**src/rtl/icache_ctrl_pkg.sv**
```systemverilog
// Shared constants, state encoding and address-split helpers for the
// direct-mapped instruction cache.
package icache_ctrl_pkg;

  localparam int DATA_WID  = 32;
  localparam int DEF_LINES = 16;
  localparam int DEF_WORDS = 4;

  typedef enum logic {
    IDLE   = 1'b0,
    REFILL = 1'b1
  } icache_state_e;

  // Field widths of a byte address split as {tag, index, word offset, 2'b00}.
  function automatic int off_w(input int words);
    return $clog2(words);
  endfunction

  function automatic int idx_w(input int lines);
    return $clog2(lines);
  endfunction

  function automatic int tag_w(input int lines, input int words);
    return 30 - $clog2(lines) - $clog2(words);
  endfunction

endpackage

```
**src/rtl/icache_ctrl_if.sv**
```systemverilog
// Instruction-memory refill bus. mem_req/mem_addr are held by the cache until
// a one-cycle mem_rvalid pulse returns mem_rdata and completes that word.
interface icache_mem_if;
  import icache_ctrl_pkg::*;

  logic                mem_req;
  logic [31:0]         mem_addr;
  logic                mem_rvalid;
  logic [DATA_WID-1:0] mem_rdata;

  modport master (
    output mem_req,
    output mem_addr,
    input  mem_rvalid,
    input  mem_rdata
  );

  modport slave (
    input  mem_req,
    input  mem_addr,
    output mem_rvalid,
    output mem_rdata
  );

endinterface

```
**src/rtl/icache_ctrl_array.sv**
```systemverilog
// Data, tag and valid storage for the instruction cache: combinational read
// port, one word/tag write port, and a single-cycle invalidate-all.
module icache_array
  import icache_ctrl_pkg::*;
#(
  parameter  int LINES = DEF_LINES,
  parameter  int WORDS = DEF_WORDS,
  localparam int OFF   = off_w(WORDS),
  localparam int IDX   = idx_w(LINES),
  localparam int TAG   = tag_w(LINES, WORDS)
) (
  input  logic                clk,
  input  logic                rst_n,
  input  logic [IDX-1:0]      rd_idx,
  input  logic [OFF-1:0]      rd_off,
  output logic [DATA_WID-1:0] rd_word,
  output logic [TAG-1:0]      rd_tag,
  output logic                rd_valid,
  input  logic                wr_en,
  input  logic [IDX-1:0]      wr_idx,
  input  logic [OFF-1:0]      wr_off,
  input  logic [DATA_WID-1:0] wr_word,
  input  logic                tag_we,
  input  logic [TAG-1:0]      wr_tag,
  input  logic                set_valid,
  input  logic                inval_all
);

  logic [DATA_WID-1:0] data_q [LINES][WORDS];
  logic [TAG-1:0]      tag_q  [LINES];
  logic [LINES-1:0]    valid_q;

  // Payload storage carries no reset; only the valid bits gate its use.
  always_ff @(posedge clk) begin
    if (wr_en) begin
      data_q[wr_idx][wr_off] <= wr_word;
    end
    if (tag_we) begin
      tag_q[wr_idx] <= wr_tag;
    end
  end

  always_ff @(posedge clk or negedge rst_n) begin
    if (!rst_n) begin
      valid_q <= '0;
    end else if (inval_all) begin
      valid_q <= '0;
    end else if (tag_we) begin
      valid_q[wr_idx] <= set_valid;
    end
  end

  assign rd_word  = data_q[rd_idx][rd_off];
  assign rd_tag   = tag_q[rd_idx];
  assign rd_valid = valid_q[rd_idx];

endmodule

```
**src/rtl/icache_ctrl.sv**
```systemverilog
// Direct-mapped read-only instruction cache controller: zero-latency hits,
// in-order word-by-word line refill on a miss, fence.i flush.
module icache_ctrl
  import icache_ctrl_pkg::*;
#(
  parameter int LINES = DEF_LINES,
  parameter int WORDS = DEF_WORDS
) (
  input  logic                clk,
  input  logic                rst_n,
  input  logic [31:0]         pc_in,
  input  logic                flush,
  output logic [DATA_WID-1:0] inst_out,
  output logic                icache_stall,
  icache_mem_if.master        mem,
  output icache_state_e       state_dbg
);

  localparam int OFF  = off_w(WORDS);
  localparam int IDX  = idx_w(LINES);
  localparam int TAG  = tag_w(LINES, WORDS);
  localparam int BASE = TAG + IDX;

  logic [OFF-1:0]  pc_off;
  logic [IDX-1:0]  pc_idx;
  logic [TAG-1:0]  pc_tag;
  logic [BASE-1:0] pc_base;
  logic            unused_pc_bits;

  assign pc_off         = pc_in[OFF+1:2];
  assign pc_idx         = pc_in[IDX+OFF+1:OFF+2];
  assign pc_tag         = pc_in[31:IDX+OFF+2];
  assign pc_base        = pc_in[31:OFF+2];
  assign unused_pc_bits = ^pc_in[1:0];

  icache_state_e   state_q, state_d;
  logic [OFF-1:0]  cnt_q, cnt_d;
  logic [BASE-1:0] base_q, base_d;
  logic            flush_pend_q, flush_pend_d;

  logic [DATA_WID-1:0] rd_word;
  logic [TAG-1:0]      rd_tag;
  logic                rd_valid;
  logic                hit;
  logic                accept;
  logic                last_word;

  assign hit       = rd_valid && (rd_tag == pc_tag) && (state_q == IDLE);
  assign accept    = (state_q == REFILL) && mem.mem_rvalid;
  assign last_word = (cnt_q == OFF'(WORDS - 1));

  // Refill writes go to the latched miss line, never to the live pc_in line,
  // so a redirect mid-refill cannot corrupt another set.
  icache_array #(
    .LINES (LINES),
    .WORDS (WORDS)
  ) u_array (
    .clk       (clk),
    .rst_n     (rst_n),
    .rd_idx    (pc_idx),
    .rd_off    (pc_off),
    .rd_word   (rd_word),
    .rd_tag    (rd_tag),
    .rd_valid  (rd_valid),
    .wr_en     (accept),
    .wr_idx    (base_q[IDX-1:0]),
    .wr_off    (cnt_q),
    .wr_word   (mem.mem_rdata),
    .tag_we    (accept && last_word),
    .wr_tag    (base_q[BASE-1:IDX]),
    .set_valid (!(flush_pend_q || flush)),
    .inval_all (flush)
  );

  always_ff @(posedge clk or negedge rst_n) begin
    if (!rst_n) begin
      state_q      <= IDLE;
      cnt_q        <= '0;
      base_q       <= '0;
      flush_pend_q <= 1'b0;
    end else begin
      state_q      <= state_d;
      cnt_q        <= cnt_d;
      base_q       <= base_d;
      flush_pend_q <= flush_pend_d;
    end
  end

  always_comb begin
    state_d      = state_q;
    cnt_d        = cnt_q;
    base_d       = base_q;
    flush_pend_d = flush_pend_q;
    inst_out     = '0;
    icache_stall = 1'b1;
    mem.mem_req  = 1'b0;
    mem.mem_addr = '0;

    case (state_q)
      IDLE: begin
        if (hit) begin
          inst_out     = rd_word;
          icache_stall = 1'b0;
        end else begin
          state_d      = REFILL;
          base_d       = pc_base;
          cnt_d        = '0;
          flush_pend_d = 1'b0;
        end
      end
      REFILL: begin
        mem.mem_req  = 1'b1;
        mem.mem_addr = {base_q, cnt_q, 2'b00};
        if (flush) begin
          flush_pend_d = 1'b1;
        end
        if (accept) begin
          cnt_d = cnt_q + OFF'(1);
          if (last_word) begin
            state_d      = IDLE;
            flush_pend_d = 1'b0;
          end
        end
      end
      default: begin
        state_d = IDLE;
      end
    endcase
  end

  assign state_dbg = state_q;

endmodule

```
**src/flat_wrapper.sv**
```systemverilog
// flat-port wrapper written by rule: the top's interface ports become plain ports
module icache_ctrl_flat import icache_ctrl_pkg::*;
#(
  parameter int LINES = DEF_LINES,
  parameter int WORDS = DEF_WORDS
)
  (clk, rst_n, pc_in, flush, inst_out, icache_stall, state_dbg, mem_mem_req, mem_mem_addr, mem_mem_rvalid, mem_mem_rdata);
  icache_mem_if mem_i ();
  input  logic clk;
  input  logic rst_n;
  input  logic [31:0] pc_in;
  input  logic flush;
  output logic [DATA_WID-1:0] inst_out;
  output logic icache_stall;
  output icache_state_e state_dbg;
  output wire logic [$bits(mem_i.mem_req)-1:0] mem_mem_req;
  output wire logic [$bits(mem_i.mem_addr)-1:0] mem_mem_addr;
  input wire logic [$bits(mem_i.mem_rvalid)-1:0] mem_mem_rvalid;
  input wire logic [$bits(mem_i.mem_rdata)-1:0] mem_mem_rdata;
  assign mem_mem_req = mem_i.mem_req;
  assign mem_mem_addr = mem_i.mem_addr;
  assign mem_i.mem_rvalid = mem_mem_rvalid;
  assign mem_i.mem_rdata = mem_mem_rdata;
  icache_ctrl #(.LINES(LINES), .WORDS(WORDS)) u_core (.clk(clk), .rst_n(rst_n), .pc_in(pc_in), .flush(flush), .inst_out(inst_out), .icache_stall(icache_stall), .mem(mem_i), .state_dbg(state_dbg));
endmodule
```
**config.mk**
```make
export PLATFORM = sky130hd
export DESIGN_NAME = icache_ctrl_flat
export DESIGN_NICKNAME = d
export VERILOG_FILES = /design/src/rtl/icache_ctrl_pkg.sv /design/src/rtl/icache_ctrl_if.sv /design/src/rtl/icache_ctrl_array.sv /design/src/rtl/icache_ctrl.sv /design/src/flat_wrapper.sv
export SDC_FILE = /design/constraint.sdc
export NUM_CORES = 2
export LEC_CHECK = 0
export CORE_MARGIN = 2
export CORE_UTILIZATION = 37
export CTS_BUF_LIST = sky130_fd_sc_hd__clkbuf_4
export CTS_CLUSTER_SIZE = 8
export DETAILED_ROUTE_END_ITERATION = 8
export GPL_TIMING_DRIVEN = 0
export HOLD_SLACK_MARGIN = 0.1
export MAX_ROUTING_LAYER = met4
export PLACE_DENSITY = 0.59
export SLEW_MARGIN = 10
export SYNTH_ARGS = -nofsm -noshare
export SYNTH_HDL_FRONTEND = slang
export SYNTH_SLANG_ARGS = --single-unit
```
**constraint.sdc**
```tcl
create_clock -name clk -period 14.1 [get_ports clk]
set_input_delay 2.82 -clock clk [delete_from_list [all_inputs] [get_ports clk]]
set_output_delay 2.82 -clock clk [all_outputs]
set_load 0.02 [all_outputs]
```
==> flow_metrics.tcl <==
set metrics [dict create \
    cts_tree "yes" \
    insertion_delay_ns 1.40 \
    die_h_um 512 \
    fin_ws_ns 2.20 \
    yosysTopAreaCell "edfxtp_1" \
    synthFlopType "edfxtp_1" \
    antenna_found_initial 24 \
    cp_max_fo 11 \
    ys_seq_elements 2480 \
    fillers 21800 \
    slowest_stage "clkbuf_1" \
    post_drt_wl_per_cell_um 31.3 \
    routabilityCongestion 0.838 \
    drt_first_pass_iters 8 \
    crit_type "input port to primary output" \
    grt_start_max_net_pins 65 \
    worst_setup_path_start_kind "input port" \
    grt_setup_unrepaired "false" \
    ctsHtreeMaxLevel 6 \
    yosysSeqAreaShare_pct 77.7 \
    fp.dieW_um 512 \
    fin_nets 4879 \
    cp.arrival_ns 9.08 \
    crit_top_cell "buf_2" \
    peakVddDrop_mv 0.130 \
    p_leak_nw 35.3 \
    grt_use_met1_pct 27.7 \
    finalSetupViolations 0 \
    clk_pin_slew_worst_paths_ns 0.05 \
    crit_chain "clkdlybuf4s50_1, buf_2, buf_2, inv_1, clkbuf_1, mux2i_1, a21oi_1, o2111ai_1, nor4_2, nand4_2, buf_2, nor2b_1, clkdlybuf4s50_1" \
    cts_setup_buffers 0 \
    cpLargestDelayFamily "buffers and inverters" \
    routed_via_density 5.58 \
    cts.repair.resized 0 \
    grt_use_met2_pct 32.5 \
    fin_skew_ns 0.152 \
    grt-busiest-layer "met2" \
    async_reset_ff_share_pct 1.94 \
    grt_pass1_vias 48600 \
    clock_sinks 2480 \
    grt_pass1_wl_mm 372 \
    drt-total-wl_mm 269 \
    initial_core_util_pct 37.2 \
    synth_most_common_cell "edfxtp_1" \
    status "finished clean" \
    startpoint "pc_in[7]" \
    core_um2 257000 \
    min_path_type "flip-flop to flip-flop" \
    synth_cell_type_count 59 \
    clockBufferDepth 4 \
    hp-start "u_core.u_array.valid_q[6]$_DFFE_PN0P_" \
    max_freq_mhz 84.0 \
    period_minus_slack_ns 11.90 \
    syn_inst 3909 \
    tightest_slew_ns 1.32 \
    synth_common_cells "edfxtp_1, mux4_2, nor2_1" \
    synth_area_um2 95500 \
    port_buffers 124 \
    synthToLayoutAreaGrowth_pct 17.2 \
    synth_top_area_share_pct 76.5 \
    met3_usage_pct 4.02 \
    netlist_top_cells_area "edfxtp_1, mux4_2, dfrtp_1" \
    finalMaxSlewViolations 0 \
    drt_iter0_drc 6175 \
    postRouteAntennaNets 0 \
    reg2reg_from "u_core.state_dbg$_DFF_PN0_" \
    yosysWarnings 0 \
    final_layout_size_suffix_gt1_share_pct 39.7 \
    power_density_nw_per_um2 146 \
    grt_use_total_pct 20.9 \
    die_area_um2 262000 \
    cts_inserted_buffers 636 \
    core.rowCount 186 \
    crit_path_max_incr_delay_ns 0.79 \
    cts_hold_buffers 0 \
    overflow 0 \
    slew-limit-headroom_pct 12.2 \
    syn_avg_cell_area_um2 24.4 \
    placed_cell_area_um2 104000 \
    setup_tns_ns 0 \
    post-route-period-util_pct 84.4 \
    clock_tree.root_cell "clkbuf_4" \
    cap_violations 0 \
    ios 135 \
    synth-edff-count 2432 \
    hold_viol_final 0 \
    via_count 47900 \
    fin_area_um2 112000 \
    drc 0 \
    hpwl_mm 176 \
    required_ns 11.28 \
    path_buf_inv 7 \
    crit_path_end_kind "primary output" \
    dp_slack_ns 1.92 \
]
[cells in the final DEF, fill, tap and decap left out, drive strengths merged, types with 20 or more instances in the layout]
| cell type | netlist | routed |
|---|---|---|
| nor2 | 92 | 92 |
| mux2 | 52 | 52 |
| diode | 0 | 30 |
| clkinv | 0 | 92 |
| nor2b | 46 | 46 |
| mux2i | 71 | 71 |
| clkbuf | 72 | 964 |
| buf | 136 | 304 |
| clkdlybuf4s50 | 0 | 91 |
| edfxtp | 2432 | 2432 |
| and2 | 32 | 32 |
| mux4 | 742 | 742 |
| dfrtp | 48 | 48 |
| inv | 7 | 21 |
| a211oi | 21 | 21 |
| xnor2 | 20 | 20 |
[worst min-delay path, cell delays in order, from the launching register on]
cell and delay, ns:
dfrtp_1 0.37, nor2_1 0.10, a211oi_1 0.06
[worst paths after layout]
check                                                              to  slack, ns  cells after the start
worst min register to register  u_core.u_array.valid_q[6]$_DFFE_PN0P_       0.57                      2
min in group asynchronous               u_core.base_q[18]$_DFFE_PN0P_       1.42                      1
max in group asynchronous       u_core.u_array.valid_q[5]$_DFFE_PN0P_      12.00                      2
worst max register to register  u_core.u_array.valid_q[1]$_DFFE_PN0P_       9.57                      9
worst max-delay path                                     inst_out[30]       2.20                     13
worst min-delay path            u_core.u_array.valid_q[6]$_DFFE_PN0P_       0.57                      2
[registers in the layout, summed over array words and instances (netlist names)]
name,cells
u_core.base_q,28
u_core.u_array.data_q,2048
u_core.state_dbg,1
u_core.cnt_q,2
u_core.u_array.tag_q,384
u_core.flush_pend_q,1
u_core.u_array.valid_q,16
[kinds of logic (layout without fill, tap and decap cells)]
| group | after synthesis | count (layout) | share of synthesized area [%] |
|---|---|---|---|
| and+or+nand+nor | 225 | 225 | 1.20 |
| other | 1 | 32 | 0.00393 |
| AOI/OAI and AO/OA | 87 | 87 | 0.696 |
| muxes | 865 | 865 | 18.9 |
| buffers and inverters | 215 | 1483 | 1.09 |
| DFF | 2480 | 2480 | 77.7 |
| adders and majority gates | 4 | 4 | 0.0524 |
| xor gates and xnor gates | 32 | 32 | 0.293 |
[where the power goes]
part	leakage [nW]	internal (W)	switching, W	total [W]
combinational	8.40	0.000630	0.00101	0.00164
sequential	22.5	0.00855	0.000241	0.00879
clock	4.47	0.00304	0.00283	0.00588
[metrics by stage]
step / util, % / total power [W] / hold slack (ns) / instances
final: 43.6 / 0.0163 / 0.566 / 8592
after floorplan: - / 0.00965 / 0.538 / 3910
after global placement: 39.3 / 0.0105 / 0.551 / 7418
after detailed placement: 40.7 / 0.0106 / 0.554 / 7553
after global routing: 43.6 / 0.0169 / 0.587 / 8576
after CTS: 43.6 / 0.0164 / 0.561 / 8562
[layer usage]
layer	part of all wire [%]	vias to the layer above
met5	0	-
met1	40	25800
li1	-	19100
met2	48	2613
met4	3.0	0
met3	8.5	453
[final cells by class]
| cell class | instances | area (um^2) | share of cell area [%] |
|---|---|---|---|
| clock inverter | 117 | 704 | 0.629 |
| antenna | 30 | 75.1 | 0.0671 |
| clock buffer | 892 | 6700 | 5.98 |
| multi-input combinational | 1215 | 20700 | 18.5 |
| buffer | 208 | 1030 | 0.920 |
| sequential | 2480 | 74200 | 66.3 |
| tap | 3384 | 4230 | 3.78 |
| timing repair buffer | 259 | 4240 | 3.78 |
| inverter | 7 | 26.3 | 0.0235 |
(Power assumes the default switching activity.)
==> RTL change (same flow settings) <==
Change the package constant `DATA_WID` from 32 to 48.
--- a/src/rtl/icache_ctrl_pkg.sv
+++ b/src/rtl/icache_ctrl_pkg.sv
@@ -2,7 +2,7 @@
 // direct-mapped instruction cache.
 package icache_ctrl_pkg;
 
-  localparam int DATA_WID  = 32;
+  localparam int DATA_WID  = 48;
   localparam int DEF_LINES = 16;
   localparam int DEF_WORDS = 4;
 
Ports: changed (resized inst_out and mem_mem_rdata); port bits go from 135 to 167. No check against the original RTL was run, so the function may have changed too.
==> RTL change against the original RTL <==
- sequential cell count increased by 1024
- global-route usage shrank 0.43 points
- synthesized cell count grew 37%
- final area rose by 41%
- non-clock buffer count grew 220
- via count up 38%
- power is 38% higher
- routed wire length is 37% higher
- combinational power grew 24%
- synthesized area rose by 41%
- setup slack gained 0.41 ns
- critical path type unchanged
- highest routed layer unchanged
==> RTL change: results (changes against the original RTL) <==
{
  "run_status": "finished clean",
  "clock_insertion_delay_worst_skew": {"value": 1.61, "unit": "ns", "change": "+0.21 ns"},
  "wl_per_cell": {"value": 30.5, "unit": "µm", "change": "-2.4%"},
  "p_seq_frac": {"value": 0.545, "change": "+0.006"},
  "share_of_synthesized_area_occupied_by_flip_flops_and_latches": {"value": 0.782, "change": "+0.00462"},
  "postSynth.asyncResetShare": {"value": 0.0137, "change": "-0.00566"},
  "cp_max_fo": {"value": 10, "change": "-1"},
  "drt_first_pass_iters": {"value": 5, "change": "-3"},
  "routed-wl-met2": {"value": 182000, "unit": "µm", "change": "+40%"},
  "vias": {"value": 66105, "change": "+38%"},
  "clock_power_share": {"value": 0.364, "change": "+0.004"},
  "drive_above_1_share": {"value": 0.415, "change": "+0.0181"},
  "first_global_vias": {"value": 68800, "change": "+42%"},
  "antenna_violations_before_repair": {"value": 40, "change": "+67%"},
  "ys_top_cells_by_count": "sky130_fd_sc_hd__edfxtp_1 (3456), sky130_fd_sc_hd__mux4_2 (1079), sky130_fd_sc_hd__buf_2 (175), sky130_fd_sc_hd__nor2_1 (91), sky130_fd_sc_hd__mux2i_1 (77)",
  "final_net_count": {"value": 6687, "change": "+37%"},
  "dp_hpwl": {"value": 251000, "unit": "µm", "change": "+43%"},
  "synth_cell_type_count": {"value": 47, "change": "-20%"},
  "worst_clock_skew": {"value": 0.165, "unit": "ns", "change": "+0.0134 ns"},
  "grt_first_pass_wirelength": {"value": 513000, "unit": "µm", "change": "+38%"},
  "top_flop_regs": "u_core.u_array.data_q (3072), u_core.u_array.tag_q (384), u_core.base_q (28)",
  "ys_top_cells_by_area": "sky130_fd_sc_hd__edfxtp_1 (77%), sky130_fd_sc_hd__mux4_2 (18%), sky130_fd_sc_hd__dfrtp_1 (0.89%)",
  "max_stage_delay": {"value": 0.83, "unit": "ns", "change": "+0.04 ns"},
  "internal_dissipation": {"value": 0.0169, "unit": "W", "change": "+38%"},
  "synth_enable_flop_cells": {"value": 3456, "change": "+42%"},
  "detailroute.wirelength.met3": {"value": 31400, "unit": "µm", "change": "+38%"},
  "place.gp.congestion": {"value": 0.781, "change": "-6.8%"}
}
==> RTL change: cell count changes in the layout (fill, tap and decap cells not counted), moves of 44 or more <==
cell	before	now
sky130_fd_sc_hd__buf_1	50	6
sky130_fd_sc_hd__buf_12	82	188
sky130_fd_sc_hd__buf_2	84	226
sky130_fd_sc_hd__clkbuf_4	892	1198
sky130_fd_sc_hd__clkinv_1	78	205
sky130_fd_sc_hd__edfxtp_1	2432	3456
sky130_fd_sc_hd__mux4_2	742	1079
==> RTL change: metal layers <==
| layer | GRT usage | up-vias |
|---|---|---|
| met5 | - | - |
| met4 | 0.0722 | 0 |
| met3 | 0.0428 | 623 |
| met2 | 0.326 | 3394 |
| met1 | 0.261 | 35621 |
| li1 | - | 26467 |
==> RTL change: worst reg2reg max path: stages, from the launching register on <==
cell and delay, ns:
sky130_fd_sc_hd__dfrtp_1 0.51, sky130_fd_sc_hd__clkbuf_1 0.29, sky130_fd_sc_hd__nand3_1 0.86, sky130_fd_sc_hd__clkbuf_2 0.66, sky130_fd_sc_hd__nor2_4 0.71, sky130_fd_sc_hd__buf_16 0.24
sky130_fd_sc_hd__buf_16 0.19, sky130_fd_sc_hd__buf_16 0.18, sky130_fd_sc_hd__buf_16 0.17
==> RTL change: through the flow <==
stage	hold WS (ns)	cell area (µm²)	instances	total power (W)	setup slack, ns
6_report	0.560	158000	12069	0.0225	2.61
3_3_place_gp	0.550	142000	10293	0.0143	0.760
2_1_floorplan	0.538	134000	5344	0.0134	5.71
5_1_grt	0.605	158000	12051	0.0233	2.51
4_1_cts	0.565	158000	12024	0.0227	2.57
3_5_place_dp	0.556	147000	10539	0.0145	2.58
==> RTL change: final timing paths <==
kind                            cells after the start                       endpoint                      start  slack (ns)
worst min register to register                      2      u_core.u_array.valid_q[6]  u_core.u_array.valid_q[6]        0.56
worst min-delay path                                2      u_core.u_array.valid_q[6]  u_core.u_array.valid_q[6]        0.56
worst max-delay path                               13                    inst_out[4]                   pc_in[7]        2.61
max in group asynchronous                           2            u_core.flush_pend_q                      rst_n       12.33
min in group asynchronous                           1               u_core.base_q[6]                      rst_n        1.16
worst max register to register                      8  u_core.u_array.data_q[14][14]           u_core.state_dbg        9.84
==> RTL change: final cells by class <==
cell class / count / area, µm²
tap: 4794 / 6000
antenna: 45 / 113
clock inverter: 287 / 1570
clock buffer: 1198 / 8990
buffer: 286 / 1560
fill: 30889 / 204000
sequential: 3504 / 105000
timing repair buffer: 401 / 6650
inverter: 8 / 30.0
multi-input combinational: 1546 / 28200
==> RTL change: kinds of logic after synthesis <==
kind of cell,share of synthesized area
xor+xnor,0.00183
buf+inv,0.0117
other cells,0.0000279
compound gates,0.00453
fa+ha+maj,0.000373
flops,0.782
mux,0.191
simple gates,0.00858
